**src/rtl/axis_packet_merge_pkg.sv**
```systemverilog
// Shared types and constants for the two-input packet-atomic AXI-Stream merger.
// Holds the arbiter state encoding, the source-tag values and the counter step helper.
package axis_packet_merge_pkg;

  typedef enum logic [1:0] {
    IDLE  = 2'd0,
    BUSY0 = 2'd1,
    BUSY1 = 2'd2
  } merge_state_t;

  localparam logic TID_EVEN = 1'b0;
  localparam logic TID_ODD  = 1'b1;

  // Packet counters are free-running and wrap from all-ones back to zero.
  function automatic logic [31:0] count_inc(input logic [31:0] cnt);
    return cnt + 32'd1;
  endfunction

endpackage

```
**src/rtl/axis_packet_merge_if.sv**
```systemverilog
// AXI-Stream bundle shared by the merger inputs and output.
// tid is only meaningful on the merged output; inputs may leave it constant.
interface axis_packet_merge_if #(
  parameter int TDATA_WIDTH = 32
);

  logic [TDATA_WIDTH-1:0] tdata;
  logic                   tlast;
  logic                   tid;
  logic                   tvalid;
  logic                   tready;

  modport master (
    output tdata,
    output tlast,
    output tid,
    output tvalid,
    input  tready
  );

  modport slave (
    input  tdata,
    input  tlast,
    input  tid,
    input  tvalid,
    output tready
  );

endinterface

```
**src/rtl/axis_skid_buffer.sv**
```systemverilog
// Two-entry skid buffer: registers valid/payload and presents a registered ready upstream.
// Full throughput when the sink is always ready; one extra cycle of latency per beat.
module axis_skid_buffer #(
  parameter int WIDTH = 34
) (
  input  logic             clk,
  input  logic             resetn,
  input  logic             s_valid,
  output logic             s_ready,
  input  logic [WIDTH-1:0] s_data,
  output logic             m_valid,
  input  logic             m_ready,
  output logic [WIDTH-1:0] m_data
);

  logic             skid_valid_q;
  logic             skid_valid_d;
  logic [WIDTH-1:0] skid_data_q;
  logic             push;
  logic             load_out;

  assign push     = s_valid & s_ready;
  assign load_out = m_ready | ~m_valid;

  always_comb begin
    skid_valid_d = skid_valid_q;
    if (load_out) begin
      skid_valid_d = 1'b0;
    end else if (push) begin
      skid_valid_d = 1'b1;
    end
  end

  // Output stage refills from the skid entry first so beat order is preserved.
  always_ff @(posedge clk) begin
    if (!resetn) begin
      m_valid      <= 1'b0;
      m_data       <= '0;
      skid_valid_q <= 1'b0;
      skid_data_q  <= '0;
      s_ready      <= 1'b0;
    end else begin
      if (load_out) begin
        if (skid_valid_q) begin
          m_valid <= 1'b1;
          m_data  <= skid_data_q;
        end else begin
          m_valid <= push;
          if (push) begin
            m_data <= s_data;
          end
        end
      end else if (push) begin
        skid_data_q <= s_data;
      end
      skid_valid_q <= skid_valid_d;
      s_ready      <= ~skid_valid_d;
    end
  end

endmodule

```
**src/rtl/axis_packet_merge.sv**
```systemverilog
// Packet-atomic round-robin merge of two AXI-Stream inputs onto one tagged output.
// Define AXIS_PACKET_MERGE_OUTPUT_REG_EN to register the output through a skid buffer.
//
// state | meaning
// IDLE  | no grant; arbitrate on the next sampled tvalid
// BUSY0 | s0 owns the output until its tlast handshake
// BUSY1 | s1 owns the output until its tlast handshake
module axis_packet_merge
  import axis_packet_merge_pkg::*;
#(
  parameter int TDATA_WIDTH = 32
) (
  input  logic                clk,
  input  logic                resetn,
  axis_packet_merge_if.slave  s0_axis,
  axis_packet_merge_if.slave  s1_axis,
  axis_packet_merge_if.master m_axis,
  output logic [31:0]         pkt_count0,
  output logic [31:0]         pkt_count1
);

  localparam int PW = TDATA_WIDTH + 2;

  merge_state_t           state_q;
  merge_state_t           state_d;
  logic                   last_grant_q;
  logic                   last_grant_d;
  logic                   grant_port;
  logic                   int_ready;
  logic                   sel_valid;
  logic                   sel_last;
  logic                   sel_tid;
  logic [TDATA_WIDTH-1:0] sel_data;
  logic                   eop0;
  logic                   eop1;

  assign eop0       = s0_axis.tvalid & s0_axis.tready & s0_axis.tlast;
  assign eop1       = s1_axis.tvalid & s1_axis.tready & s1_axis.tlast;
  assign grant_port = ~last_grant_q;

  always_ff @(posedge clk) begin
    if (!resetn) begin
      state_q      <= IDLE;
      last_grant_q <= TID_ODD;
    end else begin
      state_q      <= state_d;
      last_grant_q <= last_grant_d;
    end
  end

  // last_grant only moves on real contention; a lone requester does not steal priority.
  always_comb begin
    state_d      = state_q;
    last_grant_d = last_grant_q;
    unique case (state_q)
      IDLE: begin
        if (s0_axis.tvalid && s1_axis.tvalid) begin
          state_d      = (grant_port == TID_ODD) ? BUSY1 : BUSY0;
          last_grant_d = grant_port;
        end else if (s0_axis.tvalid) begin
          state_d = BUSY0;
        end else if (s1_axis.tvalid) begin
          state_d = BUSY1;
        end
      end
      BUSY0: begin
        if (eop0) begin
          state_d = IDLE;
        end
      end
      BUSY1: begin
        if (eop1) begin
          state_d = IDLE;
        end
      end
      default: begin
        state_d = IDLE;
      end
    endcase
  end

  always_comb begin
    s0_axis.tready = 1'b0;
    s1_axis.tready = 1'b0;
    sel_valid      = 1'b0;
    sel_last       = 1'b0;
    sel_tid        = TID_EVEN;
    sel_data       = '0;
    case (state_q)
      BUSY0: begin
        s0_axis.tready = int_ready;
        sel_valid      = s0_axis.tvalid;
        sel_last       = s0_axis.tlast;
        sel_data       = s0_axis.tdata;
        sel_tid        = TID_EVEN;
      end
      BUSY1: begin
        s1_axis.tready = int_ready;
        sel_valid      = s1_axis.tvalid;
        sel_last       = s1_axis.tlast;
        sel_data       = s1_axis.tdata;
        sel_tid        = TID_ODD;
      end
      default: begin
      end
    endcase
  end

  always_ff @(posedge clk) begin
    if (!resetn) begin
      pkt_count0 <= '0;
      pkt_count1 <= '0;
    end else begin
      if (eop0) begin
        pkt_count0 <= count_inc(pkt_count0);
      end
      if (eop1) begin
        pkt_count1 <= count_inc(pkt_count1);
      end
    end
  end

`ifdef AXIS_PACKET_MERGE_OUTPUT_REG_EN
  logic [PW-1:0] skid_out;
  logic          skid_in_ready;

  axis_skid_buffer #(
    .WIDTH (PW)
  ) u_skid (
    .clk     (clk),
    .resetn  (resetn),
    .s_valid (sel_valid),
    .s_ready (skid_in_ready),
    .s_data  ({sel_tid, sel_last, sel_data}),
    .m_valid (m_axis.tvalid),
    .m_ready (m_axis.tready),
    .m_data  (skid_out)
  );

  assign int_ready     = skid_in_ready;
  assign m_axis.tid    = skid_out[PW-1];
  assign m_axis.tlast  = skid_out[PW-2];
  assign m_axis.tdata  = skid_out[TDATA_WIDTH-1:0];
`else
  assign int_ready     = m_axis.tready;
  assign m_axis.tvalid = sel_valid;
  assign m_axis.tid    = sel_tid;
  assign m_axis.tlast  = sel_last;
  assign m_axis.tdata  = sel_data;
`endif

endmodule
```
**src/flat_wrapper.sv**
```systemverilog
// flat-port wrapper written by rule: the top's interface ports become plain ports
module axis_packet_merge_flat import axis_packet_merge_pkg::*;
#(
  parameter int TDATA_WIDTH = 32
)
  (clk, resetn, pkt_count0, pkt_count1, s0_axis_tdata, s0_axis_tlast, s0_axis_tid, s0_axis_tvalid, s0_axis_tready, s1_axis_tdata, s1_axis_tlast, s1_axis_tid, s1_axis_tvalid, s1_axis_tready, m_axis_tdata, m_axis_tlast, m_axis_tid, m_axis_tvalid, m_axis_tready);
  axis_packet_merge_if #(.TDATA_WIDTH(TDATA_WIDTH)) s0_axis_i ();
  axis_packet_merge_if #(.TDATA_WIDTH(TDATA_WIDTH)) s1_axis_i ();
  axis_packet_merge_if #(.TDATA_WIDTH(TDATA_WIDTH)) m_axis_i ();
  input  logic clk;
  input  logic resetn;
  output logic [31:0] pkt_count0;
  output logic [31:0] pkt_count1;
  input wire logic [$bits(s0_axis_i.tdata)-1:0] s0_axis_tdata;
  input wire logic [$bits(s0_axis_i.tlast)-1:0] s0_axis_tlast;
  input wire logic [$bits(s0_axis_i.tid)-1:0] s0_axis_tid;
  input wire logic [$bits(s0_axis_i.tvalid)-1:0] s0_axis_tvalid;
  output wire logic [$bits(s0_axis_i.tready)-1:0] s0_axis_tready;
  input wire logic [$bits(s1_axis_i.tdata)-1:0] s1_axis_tdata;
  input wire logic [$bits(s1_axis_i.tlast)-1:0] s1_axis_tlast;
  input wire logic [$bits(s1_axis_i.tid)-1:0] s1_axis_tid;
  input wire logic [$bits(s1_axis_i.tvalid)-1:0] s1_axis_tvalid;
  output wire logic [$bits(s1_axis_i.tready)-1:0] s1_axis_tready;
  output wire logic [$bits(m_axis_i.tdata)-1:0] m_axis_tdata;
  output wire logic [$bits(m_axis_i.tlast)-1:0] m_axis_tlast;
  output wire logic [$bits(m_axis_i.tid)-1:0] m_axis_tid;
  output wire logic [$bits(m_axis_i.tvalid)-1:0] m_axis_tvalid;
  input wire logic [$bits(m_axis_i.tready)-1:0] m_axis_tready;
  assign s0_axis_i.tdata = s0_axis_tdata;
  assign s0_axis_i.tlast = s0_axis_tlast;
  assign s0_axis_i.tid = s0_axis_tid;
  assign s0_axis_i.tvalid = s0_axis_tvalid;
  assign s0_axis_tready = s0_axis_i.tready;
  assign s1_axis_i.tdata = s1_axis_tdata;
  assign s1_axis_i.tlast = s1_axis_tlast;
  assign s1_axis_i.tid = s1_axis_tid;
  assign s1_axis_i.tvalid = s1_axis_tvalid;
  assign s1_axis_tready = s1_axis_i.tready;
  assign m_axis_tdata = m_axis_i.tdata;
  assign m_axis_tlast = m_axis_i.tlast;
  assign m_axis_tid = m_axis_i.tid;
  assign m_axis_tvalid = m_axis_i.tvalid;
  assign m_axis_i.tready = m_axis_tready;
  axis_packet_merge #(.TDATA_WIDTH(TDATA_WIDTH)) u_core (.clk(clk), .resetn(resetn), .s0_axis(s0_axis_i), .s1_axis(s1_axis_i), .m_axis(m_axis_i), .pkt_count0(pkt_count0), .pkt_count1(pkt_count1));
endmodule
```
**config.mk**
```make
export PLATFORM = sky130hd
export DESIGN_NAME = axis_packet_merge_flat
export DESIGN_NICKNAME = d
export VERILOG_FILES = /design/src/rtl/axis_packet_merge_pkg.sv /design/src/rtl/axis_packet_merge_if.sv /design/src/rtl/axis_skid_buffer.sv /design/src/rtl/axis_packet_merge.sv /design/src/flat_wrapper.sv
export SDC_FILE = /design/constraint.sdc
export NUM_CORES = 1
export LEC_CHECK = 0
export BUFFER_PORTS_ARGS = -buffer_cell sky130_fd_sc_hd__buf_2
export CORE_MARGIN = 2
export CORE_UTILIZATION = 43
export CTS_CLUSTER_SIZE = 25
export DETAILED_ROUTE_END_ITERATION = 7
export PLACE_DENSITY = 0.88
export SYNTH_ARGS = -nofsm -noshare
export SYNTH_HDL_FRONTEND = slang
export SYNTH_SLANG_ARGS = --single-unit
```
**constraint.sdc**
```tcl
create_clock -name clk -period 2 [get_ports clk]
set_input_delay 0.3 -clock clk [delete_from_list [all_inputs] [get_ports clk]]
set_output_delay 0.3 -clock clk [all_outputs]
set_load 0.005 [all_outputs]
```
==> metrics <==
top-area cell type share of the netlist area a little over a third; worst setup margin -25.73 ps; Mapped Area 0.003761 mm²; synth top area cells dfxtp_1 (36%), a22oi_1 (6.8%), or4_1 (6.4%); core outline area about 0.0086 mm²; arrival time at the worst endpoint between 2000 and 2500 ps; CTS tree yes; delay of the slowest cell on the worst path 540 ps; count of TritonRoute iterations in the first routing pass 5; number of cell rows 34; Worst setup EP type register; Avg Cell Area, Syn around 8 µm²; result of the run finished with violations; initial antenna violation count 8; cell with the most instances on the worst path or4_4; Crit-path slowest cell or4_4; data required time at the worst endpoint about 2300 ps; Worst-path clk slew 70 ps; max capacitance violation total 0; synthesized flop and latch total 67; number of buffers created by CTS 9; initial core utilization between 40% and 50%; period utilization 101.3%; placed insts 764; count of unique library cells instantiated by Yosys 31; relative slew slack between 60% and 70%; Min Hold Slack 233.1 ps; Slew @ Worst Pin about 540 ps; final routed wire length divided by cell count approximately 17 µm; max-slew violation count 0; Cell Chain, Critical Path ha_1, nand3_2, or4_4, buf_8, or4_4, a21oi_1; top fanout value on the critical path 9; final worst path period need 2026 ps; Vias 4620; count of input and output buffers between 150 and 200; type of the setup path with the least slack register to register; Post-DP Area 0.005064 mm²; CTS root buf clkbuf_8; cell area power density around 620 mW/mm²; clock skew 8.448 ps; via count of the first global-routing pass 4431; die boundary width ~98 µm; Boundary Pins approximately 170; fin area around 0.0057 mm²; die footprint about 0.0095 mm²; final instance count without filler cells approximately 800; number of routed nets with antenna violations 0; Iter 0 DRT Violations between 150 and 200; LEAKAGE 2.314 nW; clk sink count 67; maximum number of buffers from clock root to sink 2; Net Count, Synth between 500 and 600; Min-Delay Path Class input pin to register; fmax between 0.4 and 0.5 GHz; last weighted congestion value of the routability-driven placer a little under 0.9; sequential element share of the synthesized area a little over a third; count of mapped cells out of synthesis 470; Routed WL around 13000 µm; synthesis-to-layout area growth 50.86%; total track usage roughly 28%; Core Util, Final between 60% and 70%; latest clock arrival within the worst-skew pair roughly 340 ps; count of final hold-check violations 0; aggregate global routing overflow 0; setup violators final 6; RSZ-0062 raised after global routing yes; pin count of the biggest net entering global routing 44; number of design rule violations left after detail routing 0; Post-Place Worst Slack -136.8 ps; biggest area consumer among synthesized cells dfxtp_1; Vert. Die Dim between 90 and 100 µm; wire length of the first global-routing pass about 21000 µm; CTS Hold Buffers Added 0; estimated wirelength of the detail-placed design between 9000 and 10000 µm; maximum level of the CTS H-tree 3; violated checks negative setup slack; IR Drop Worst-Case VDD just under 0.5 mV; # nets final 760; critical path launch point type register; via/cell ratio 5.753; ratio of cells with drive above 1 in the final layout 44.25%; Yosys warning count 0
-- path summary, 6_finish.rpt --
check / startpoint / slack (ps) / cells past startpoint / to
worst max-delay path: u_core.pkt_count1[1]$_SDFFE_PN0P_ / -30 / 6 / u_core.pkt_count1[26]$_SDFFE_PN0P_
worst min-delay path: resetn / 230 / 2 / u_core.last_grant_q$_SDFFE_PN1P_
worst max register to register: u_core.pkt_count1[1]$_SDFFE_PN0P_ / -30 / 6 / u_core.pkt_count1[26]$_SDFFE_PN0P_
worst min register to register: u_core.pkt_count1[31]$_SDFFE_PN0P_ / 480 / 2 / u_core.pkt_count1[31]$_SDFFE_PN0P_
-- cell type report --
type / instances / area [µm²]
fillers: 694 / 2919
diodes: 8 / 20.02
clock inverters: 5 / 100.1
repair buffers: 235 / 1413
well taps: 108 / 135.1
inverters: 13 / 51.30
clock buffers: 11 / 141.4
flip-flops and latches: 67 / 1354
multi-input cells: 356 / 2460
-- Yosys cell counts (all sizes together) --
cell type and number:
or2 1, a222oi 1, nand2b 6, a22oi 34
nor2 22, xnor2 13, o31ai 26, and3 4
nor2b 34, nand2 27, dfxtp 67, o21ai 14
or4 32, a21oi 43, nor3 6, ha 5
nor4 7, clkbuf 31, or3 18, buf 4
and4 6, xor2 7, inv 13, and2 4
nand3 21, mux2i 4, nand4 20
-- per-layer routing --
metal	track usage, %	routed length (µm)
met5	0	0
met4	15.92	514
met3	3.957	747
met2	49.71	7171
met1	30.55	5032
-- cells in the final DEF (no fill, tap or decap), types with 4 or more instances in the layout --
| master | instances |
|---|---|
| dfxtp_2 | 7 |
| inv_1 | 10 |
| xor2_1 | 7 |
| o21ai_0 | 14 |
| buf_6 | 5 |
| o31ai_2 | 4 |
| nor2b_1 | 27 |
| or3_1 | 18 |
| nor2b_2 | 6 |
| nand2b_1 | 6 |
| or4_1 | 20 |
| and3_1 | 4 |
| a21oi_1 | 38 |
| nand4_1 | 19 |
| a21oi_2 | 5 |
| and4_1 | 6 |
| o31ai_1 | 22 |
| buf_2 | 172 |
| nor4_1 | 4 |
| or4_4 | 13 |
| and2_1 | 4 |
| nand3_1 | 19 |
| nor3_1 | 6 |
| diode_2 | 8 |
| nand2_1 | 27 |
| mux2i_1 | 4 |
| dfxtp_1 | 59 |
| clkbuf_8 | 10 |
| xnor2_1 | 13 |
| nor2_1 | 22 |
| a22oi_1 | 31 |
| buf_4 | 52 |
-- per-stage QoR --
step | setup TNS (ps) | total power, mW
3_5_place_dp | -2094 | 2.090
6_report | -48.43 | 3.533
4_1_cts | -45.53 | 3.508
5_1_grt | -1776 | 3.676
3_3_place_gp | -460.2 | 2.070
2_1_floorplan | -16.09 | 1.826
-- state kept, by name, indices dropped and copies added, names as in the netlist --
| name | count |
|---|---|
| u_core.pkt_count1 | 32 |
| u_core.state_q | 2 |
| u_core.last_grant_q | 1 |
| u_core.pkt_count0 | 32 |
-- where the power goes --
group	internal (mW)	leakage [nW]	total (mW)	switching, mW
registers	1.35	0.544	1.37	0.0174
logic	0.403	1.65	0.781	0.378
clock network	0.859	0.123	1.38	0.526
-- critical path, delay by kind of cell (launching register included) --
family | cells | cell delay (ps)
adders and majority gates | 1 | 190
DFF | 1 | 350
buffers and inverters | 1 | 160
AOI/OAI and AO/OA | 1 | 160
and+or+nand+nor | 3 | 1090
-- what timing repair did --
action,4_1_cts,5_1_grt
gates resized for setup,27,32
pin swaps,14,11
gates cloned,2,0
setup buffers,11,3
setup endpoints to repair,63,46
-- logic make-up (layout without fill, tap and decap cells) --
group	after synthesis	count (layout)	share of synthesized area, %
muxes	4	4	1.065
buffers and inverters	48	264	5.056
and+or+nand+nor	208	209	32.07
other	0	8	0
DFF	67	67	35.66
xor gates and xnor gates	20	20	4.657
adders and majority gates	5	5	1.663
AOI/OAI and AO/OA	118	118	19.83
No activity file was read; power rests on OpenSTA's default activity.
